--- config.mk ---
export PLATFORM = sky130hd
export DESIGN_NAME = vram_responder
export DESIGN_NICKNAME = d
export VERILOG_FILES = /design/src/rtl/vram_responder.sv
export SDC_FILE = /design/constraint.sdc
export NUM_CORES = 1
export LEC_CHECK = 0
export ABC_AREA = 1
export CAP_MARGIN = 20
export CORE_UTILIZATION = 30
export CTS_CLUSTER_DIAMETER = 30
export DETAILED_ROUTE_END_ITERATION = 16
export SYNTH_ARGS = -nofsm -noshare
export SYNTH_HDL_FRONTEND = slang
export SYNTH_SLANG_ARGS = --single-unit
--- constraint.sdc ---
create_clock -name vga_clk -period 1.2 [get_ports vga_clk]
set_input_delay 0.18 -clock vga_clk [delete_from_list [all_inputs] [get_ports vga_clk]]
set_output_delay 0.18 -clock vga_clk [all_outputs]
set_load 0.05 [all_outputs]
--- src/rtl/vram_responder.sv ---
// VRAM port owner: serves display word reads with priority over a CPU word port,
// sharing one synchronous array port with MEM_LAT read latency.
module vram_responder #(
    parameter int ADDR_W  = 15,
    parameter int MEM_LAT = 1,
    parameter int HOLDOFF = 2
) (
    input  logic              vga_clk,
    input  logic              reset_n,
    input  logic              vram_req,
    input  logic [ADDR_W-1:0] vram_addr,
    output logic [31:0]       vram_data,
    output logic              vram_ready,
    input  logic              cpu_req,
    input  logic              cpu_write,
    input  logic [ADDR_W-1:0] cpu_addr,
    input  logic [31:0]       cpu_wdata,
    output logic [31:0]       cpu_rdata,
    output logic              cpu_ack,
    output logic [ADDR_W-1:0] mem_addr,
    output logic              mem_we,
    output logic [31:0]       mem_wdata,
    input  logic [31:0]       mem_rdata
);

    localparam int LAT_W = (MEM_LAT > 1) ? $clog2(MEM_LAT) : 1;
    localparam int HO_W  = $clog2(HOLDOFF + 2);
    localparam logic [LAT_W-1:0] LAT_LOAD = LAT_W'(MEM_LAT - 1);
    localparam logic [HO_W-1:0]  HO_LOAD  = HO_W'(HOLDOFF + 1);

    generate
        if (MEM_LAT < 1 || MEM_LAT > 4) begin : g_bad_lat
            $error("vram_responder: MEM_LAT must be in 1..4");
        end
    endgenerate

    typedef enum logic [2:0] {
        IDLE   = 3'd0,
        DREAD  = 3'd1,
        DDONE  = 3'd2,
        CWRITE = 3'd3,
        CREAD  = 3'd4,
        CDONE  = 3'd5
    } state_t;

    state_t            state_q, state_d;
    logic [LAT_W-1:0]  lat_q, lat_d;
    logic [HO_W-1:0]   ho_q, ho_d;
    logic              cpu_rd_q, cpu_rd_d;
    logic [31:0]       vram_data_q, vram_data_d;
    logic              vram_ready_q, vram_ready_d;
    logic [31:0]       cpu_rdata_q, cpu_rdata_d;
    logic              cpu_ack_q, cpu_ack_d;
    logic [ADDR_W-1:0] mem_addr_q, mem_addr_d;
    logic              mem_we_q, mem_we_d;
    logic [31:0]       mem_wdata_q, mem_wdata_d;
    logic              disp_elig;
    logic              cpu_elig;

    // The CPU still holds cpu_req during its ack cycle; only a request seen
    // after that cycle counts as a new access.
    assign disp_elig = vram_req && (ho_q == '0);
    assign cpu_elig  = cpu_req && !cpu_ack_q;

    always_comb begin
        state_d      = state_q;
        lat_d        = lat_q;
        ho_d         = (ho_q != '0) ? ho_q - 1'b1 : ho_q;
        cpu_rd_d     = cpu_rd_q;
        vram_data_d  = vram_data_q;
        vram_ready_d = 1'b0;
        cpu_rdata_d  = cpu_rdata_q;
        cpu_ack_d    = 1'b0;
        mem_addr_d   = mem_addr_q;
        mem_we_d     = 1'b0;
        mem_wdata_d  = mem_wdata_q;

        case (state_q)
            IDLE: begin
                if (disp_elig) begin
                    state_d    = DREAD;
                    mem_addr_d = vram_addr;
                    lat_d      = LAT_LOAD;
                end else if (cpu_elig) begin
                    mem_addr_d = cpu_addr;
                    if (cpu_write) begin
                        state_d     = CWRITE;
                        cpu_rd_d    = 1'b0;
                        mem_we_d    = 1'b1;
                        mem_wdata_d = cpu_wdata;
                    end else begin
                        state_d  = CREAD;
                        cpu_rd_d = 1'b1;
                        lat_d    = LAT_LOAD;
                    end
                end
            end

            DREAD: begin
                if (lat_q == '0) begin
                    state_d = DDONE;
                end else begin
                    lat_d = lat_q - 1'b1;
                end
            end

            // Loaded one above HOLDOFF: the ready cycle itself plus HOLDOFF
            // further cycles ignore the request the display is still holding.
            DDONE: begin
                vram_data_d  = mem_rdata;
                vram_ready_d = 1'b1;
                ho_d         = HO_LOAD;
                state_d      = IDLE;
            end

            CWRITE: begin
                state_d = CDONE;
            end

            CREAD: begin
                if (lat_q == '0) begin
                    state_d = CDONE;
                end else begin
                    lat_d = lat_q - 1'b1;
                end
            end

            CDONE: begin
                if (cpu_rd_q) begin
                    cpu_rdata_d = mem_rdata;
                end
                cpu_ack_d = 1'b1;
                state_d   = IDLE;
            end

            default: begin
                state_d = IDLE;
            end
        endcase
    end

    always_ff @(posedge vga_clk or negedge reset_n) begin
        if (!reset_n) begin
            state_q      <= IDLE;
            lat_q        <= '0;
            ho_q         <= '0;
            cpu_rd_q     <= 1'b0;
            vram_data_q  <= '0;
            vram_ready_q <= 1'b0;
            cpu_rdata_q  <= '0;
            cpu_ack_q    <= 1'b0;
            mem_addr_q   <= '0;
            mem_we_q     <= 1'b0;
            mem_wdata_q  <= '0;
        end else begin
            state_q      <= state_d;
            lat_q        <= lat_d;
            ho_q         <= ho_d;
            cpu_rd_q     <= cpu_rd_d;
            vram_data_q  <= vram_data_d;
            vram_ready_q <= vram_ready_d;
            cpu_rdata_q  <= cpu_rdata_d;
            cpu_ack_q    <= cpu_ack_d;
            mem_addr_q   <= mem_addr_d;
            mem_we_q     <= mem_we_d;
            mem_wdata_q  <= mem_wdata_d;
        end
    end

    assign vram_data  = vram_data_q;
    assign vram_ready = vram_ready_q;
    assign cpu_rdata  = cpu_rdata_q;
    assign cpu_ack    = cpu_ack_q;
    assign mem_addr   = mem_addr_q;
    assign mem_we     = mem_we_q;
    assign mem_wdata  = mem_wdata_q;

endmodule

==> summary.txt <==
Status
  – Run status: finished, violations left
  – Violated checks: negative setup slack

Yosys
  – Number of nets produced by synthesis: 647
  – Number of synthesized register bits: between 100 and 150
  – Proportion of synthesized area in mux cells: 0
  – Simple-gate share of the synthesized area: 0.2347
  – Synth unique cells: 22
  – Proportion of synthesized chip area in sequential cells: 0.5892
  – Instance count of the mapped netlist: 547
  – Fraction of the mapped netlist area in compound gates: 0.09035
  – Mean instance size in the synthesized netlist: between 9 and 10 um^2
  – Number of warning messages in the yosys log: 0
  – Arithmetic-cell share of the synthesized area counting full adders, half adders and majority gates: 0.002455
  – Fraction of synthesized cell area in xor and xnor cells: 0
  – Summed instance area of the synthesized netlist: 5096 um^2
  – Largest family of logic cells by synthesized area: simple AND/OR/NAND/NOR gates

Worst setup path
  – Critical path class: reg -> reg
  – CP Launch Type: register
  – Cells traversed along the worst timing path: inv_2, ha_4, nand2_4, inv_6, nor2_4, buf_12, clkbuf_16, nand3_1, nand2_1
  – Highest cell delay on the worst timing path: 0.36 ns
  – Worst Path Arrival: between 1.5 and 2 ns
  – Endpoint of the worst register-to-register path: mem_wdata[2]$_DFFE_PN0P_
  – Slowest cell on the critical path: dfrtp_1
  – Crit path required time: 1.54 ns
  – Setup slack, reg-to-reg: -0.20 ns
  – Launch point of the worst reg-to-reg path: ho_q[0]$_DFFE_PN0P_
  – Critical path's top delay family: buffers and inverters
  – Worst Path Max Fanout: 8
  – Endpoint kind of the worst setup timing path: register
  – Worst reg2reg path depth: 9
  – Buffers and inverters on the worst path: 4

Placed design
  – Dpl hpwl: around 11 mm
  – Last weighted congestion value of the routability-driven placer: 0.8572
  – Setup slack after placement: -0.4068 ns
  – Placement Cell Area: 8703 um^2
  – IO Port Bufs: 212
  – Post-placement cell count: 978

Layout
  – Most common cell after layout, fill and taps aside: buf_12
  – Antenna diode count: 0
  – Share of the core filled with cells in the final layout: 0.6965
  – Post-layout nets: 983
  – Area of the multi-input gates: 2561 um^2
  – Finished Layout Cells: 1,114
  – Filler Cell Count: 1,107
  – Register area: 3063 um^2
  – Share of layout cells above drive strength 1: 0.5917
  – Commonest cells after routing, fill and taps aside: buf_12 (134), nand2_1 (115), clkdlybuf4s50_1 (97)
  – Area added between synthesis and finish: 126.7%
  – Summed area of non-filler cells in the final layout: 11,550 um^2

Routing
  – DRT iter0 DRCs: 135
  – Wire length per cell: roughly 18 um
  – Number of DRC violations after detailed routing: 0
  – Via count of the routed design: 5,161
  – Detailed-routing iteration count for the pre-antenna-repair pass: 6
  – Detailed Route WL: between 15 and 20 mm
  – Avg Vias per Cell: 4.633
  – Post-DRT Antenna Nets: 0

CTS
  – Number of sinks driven by the clock tree: 120
  – Clock transition time at the flip-flop clock pins of the worst setup and hold paths: 0.06 ns
  – Clock insertion delay at the later pin of the skew report: 0.41 ns
  – TritonCTS Buffers: 17
  – Number of levels the H-tree was split into: 4
  – Maximum number of buffers from clock root to sink: 2
  – Root cell of the clock tree: clkbuf_16
  – TritonCTS clock tree: yes

Power and ir drop
  – Power density cells: 3364 nW/um^2
  – Switching power share of the total: 0.4354
  – Relative contribution of combinational cells to total power: 0.652
  – Internal cell power: 21,940 uW
  – Clk network pwr share: 0.128
  – VDD IR max: roughly 0.0023 V
  – Leakage power total: 0.005374 uW
  – Net switching power figure: between 15,000 and 20,000 uW
  – Total design power: 38,850 uW
  – Part of the power in registers: 0.220

Global route
  – Number of antenna violations at the first check in global routing: 0
  – Pin count of the biggest net entering global routing: 54
  – Total gr overflow: 0
  – Global-route wire length before repair: 28.46 mm
  – Total global-route track usage: 0.2114
  – Number of global-route vias before repair: roughly 5,300

Die
  – Placeable Area: 16,580 um^2
  – Number of ports placed on the die boundary: 213
  – Initial Utilization: 0.3073
  – Area of the die: 17,510 um^2
  – Number of core rows: 47
  – Height of the chip: 132.3 um
  – Die width: 132.3 um

Min path
  – Worst Hold Class: in -> async

Timing
  – Clock period minus worst slack: 1.404 ns
  – Achievable clock frequency: between 0.7 and 0.8 GHz
  – Worst slew pin tran: around 0.33 ns
  – Post-route fraction of the period consumed by the critical path: 1.170
  – Hold Violations, Final: 0
  – Setup clock skew after layout: 0.008292 ns
  – Relative slew margins: 0.7809
  – Final setup violation count: approximately 120
  – Final count of pins violating max slew: 0
  – Unrepaired setup endpoints after global routing: yes
  – Smallest setup slack after layout: -0.2037 ns

Flow run
  – Max-capacitance violation count: 0
synthesized netlist by cell type:
library cell  count  area (um^2)
a21oi_1           2        10.01
buf_2             4        20.02
buf_4             8        60.06
buf_6            15        168.9
clkbuf_1          2        7.510
dfrtp_1         120         3003
ha_1              1        12.51
inv_1            41        153.9
inv_2             2        7.510
inv_4             1        6.260
nand2_1         217        814.5
nand2_2           3        18.77
nand2_4           4        45.04
nand3_1          50        250.2
nand3_2           1        10.01
nand4_1           1        6.260
nor2_1            6        22.52
nor2_2            1        6.260
nor2_4            2        22.52
o21ai_0          29        145.1
o21ai_1           5        25.02
o21ai_2          32        280.3
repair_timing:
| action | in CTS | in global routing |
|---|---|---|
| pin swaps | 26 | 38 |
| hold buffers | 1 | 0 |
| cloned | 18 | 3 |
| hold endpoints to repair | 62 | 0 |
| resized for setup | 220 | 129 |
| setup buffers | 25 | 64 |
| setup endpoints to repair | 116 | 210 |
metal layers:
layer / wire [um] / up-vias / share of wire / GRT usage
li1: - / 2411 / - / -
met1: 7514 / 2528 / 0.38 / 0.2372
met2: 10330 / 199 / 0.52 / 0.3602
met3: 1698 / 23 / 0.086 / 0.09304
met4: 267 / 0 / 0.013 / 0.06450
met5: 0 / - / 0 / 0
registers in the layout, summed over array words and instances, names as in the netlist:
register,cells
cpu_ack,1
cpu_rd_q,1
cpu_rdata,32
ho_q,2
mem_addr,15
mem_wdata,32
mem_we,1
state_q,3
vram_data,32
vram_ready,1
area by class of cell:
class	count	area share
clock buffers	19	0.03921
clock inverters	11	0.01083
inverters	44	0.01603
multi-input cells	357	0.2217
flip-flops and latches	120	0.2652
well taps	220	0.02383
repair buffers	343	0.4232
power groups by stage:
stage,combinational (uW),sequential (uW),clock [uW]
5_1_grt,26400,8710,5260
6_report,25300,8550,4990
3_5_place_dp,19300,8190,0
3_3_place_gp,19000,8110,0
4_1_cts,22200,8610,5080
2_1_floorplan,3590,13500,0
metrics by stage:
stage               setup TNS, ns  hold WS [ns]
finish                     -15.92        0.2299
global route               -22.14        0.2371
CTS                        -12.93        0.2214
detailed placement         -19.09       0.09688
global placement           -15.87       0.09363
floorplan                  -2.982       -0.1156
worst max path at each step:
| stage | from | endpoint | slack [ns] | cells past startpoint |
|---|---|---|---|---|
| floorplan | ho_q[0]$_DFFE_PN0P_ | mem_addr[10]$_DFFE_PN0P_ | -0.09 | 9 |
| global placement | cpu_req | mem_wdata[6]$_DFFE_PN0P_ | -0.36 | 6 |
| detailed placement | cpu_req | mem_wdata[21]$_DFFE_PN0P_ | -0.41 | 6 |
| CTS | ho_q[0]$_DFFE_PN0P_ | mem_wdata[24]$_DFFE_PN0P_ | -0.16 | 9 |
| global route | ho_q[0]$_DFFE_PN0P_ | mem_wdata[2]$_DFFE_PN0P_ | -0.26 | 9 |
| finish | ho_q[0]$_DFFE_PN0P_ | mem_wdata[2]$_DFFE_PN0P_ | -0.20 | 9 |
logic make-up (layout without fill, tap and decap cells):
logic type               count (synthesis)  after routing
AO/OA/AOI/OAI                           68             68
adder cells (fa/ha/maj)                  1              1
buffers and inverters                   73            417
flip-flops                             120            120
AND/OR/NAND/NOR                        285            288
No activity file was read; power rests on OpenSTA's default activity.
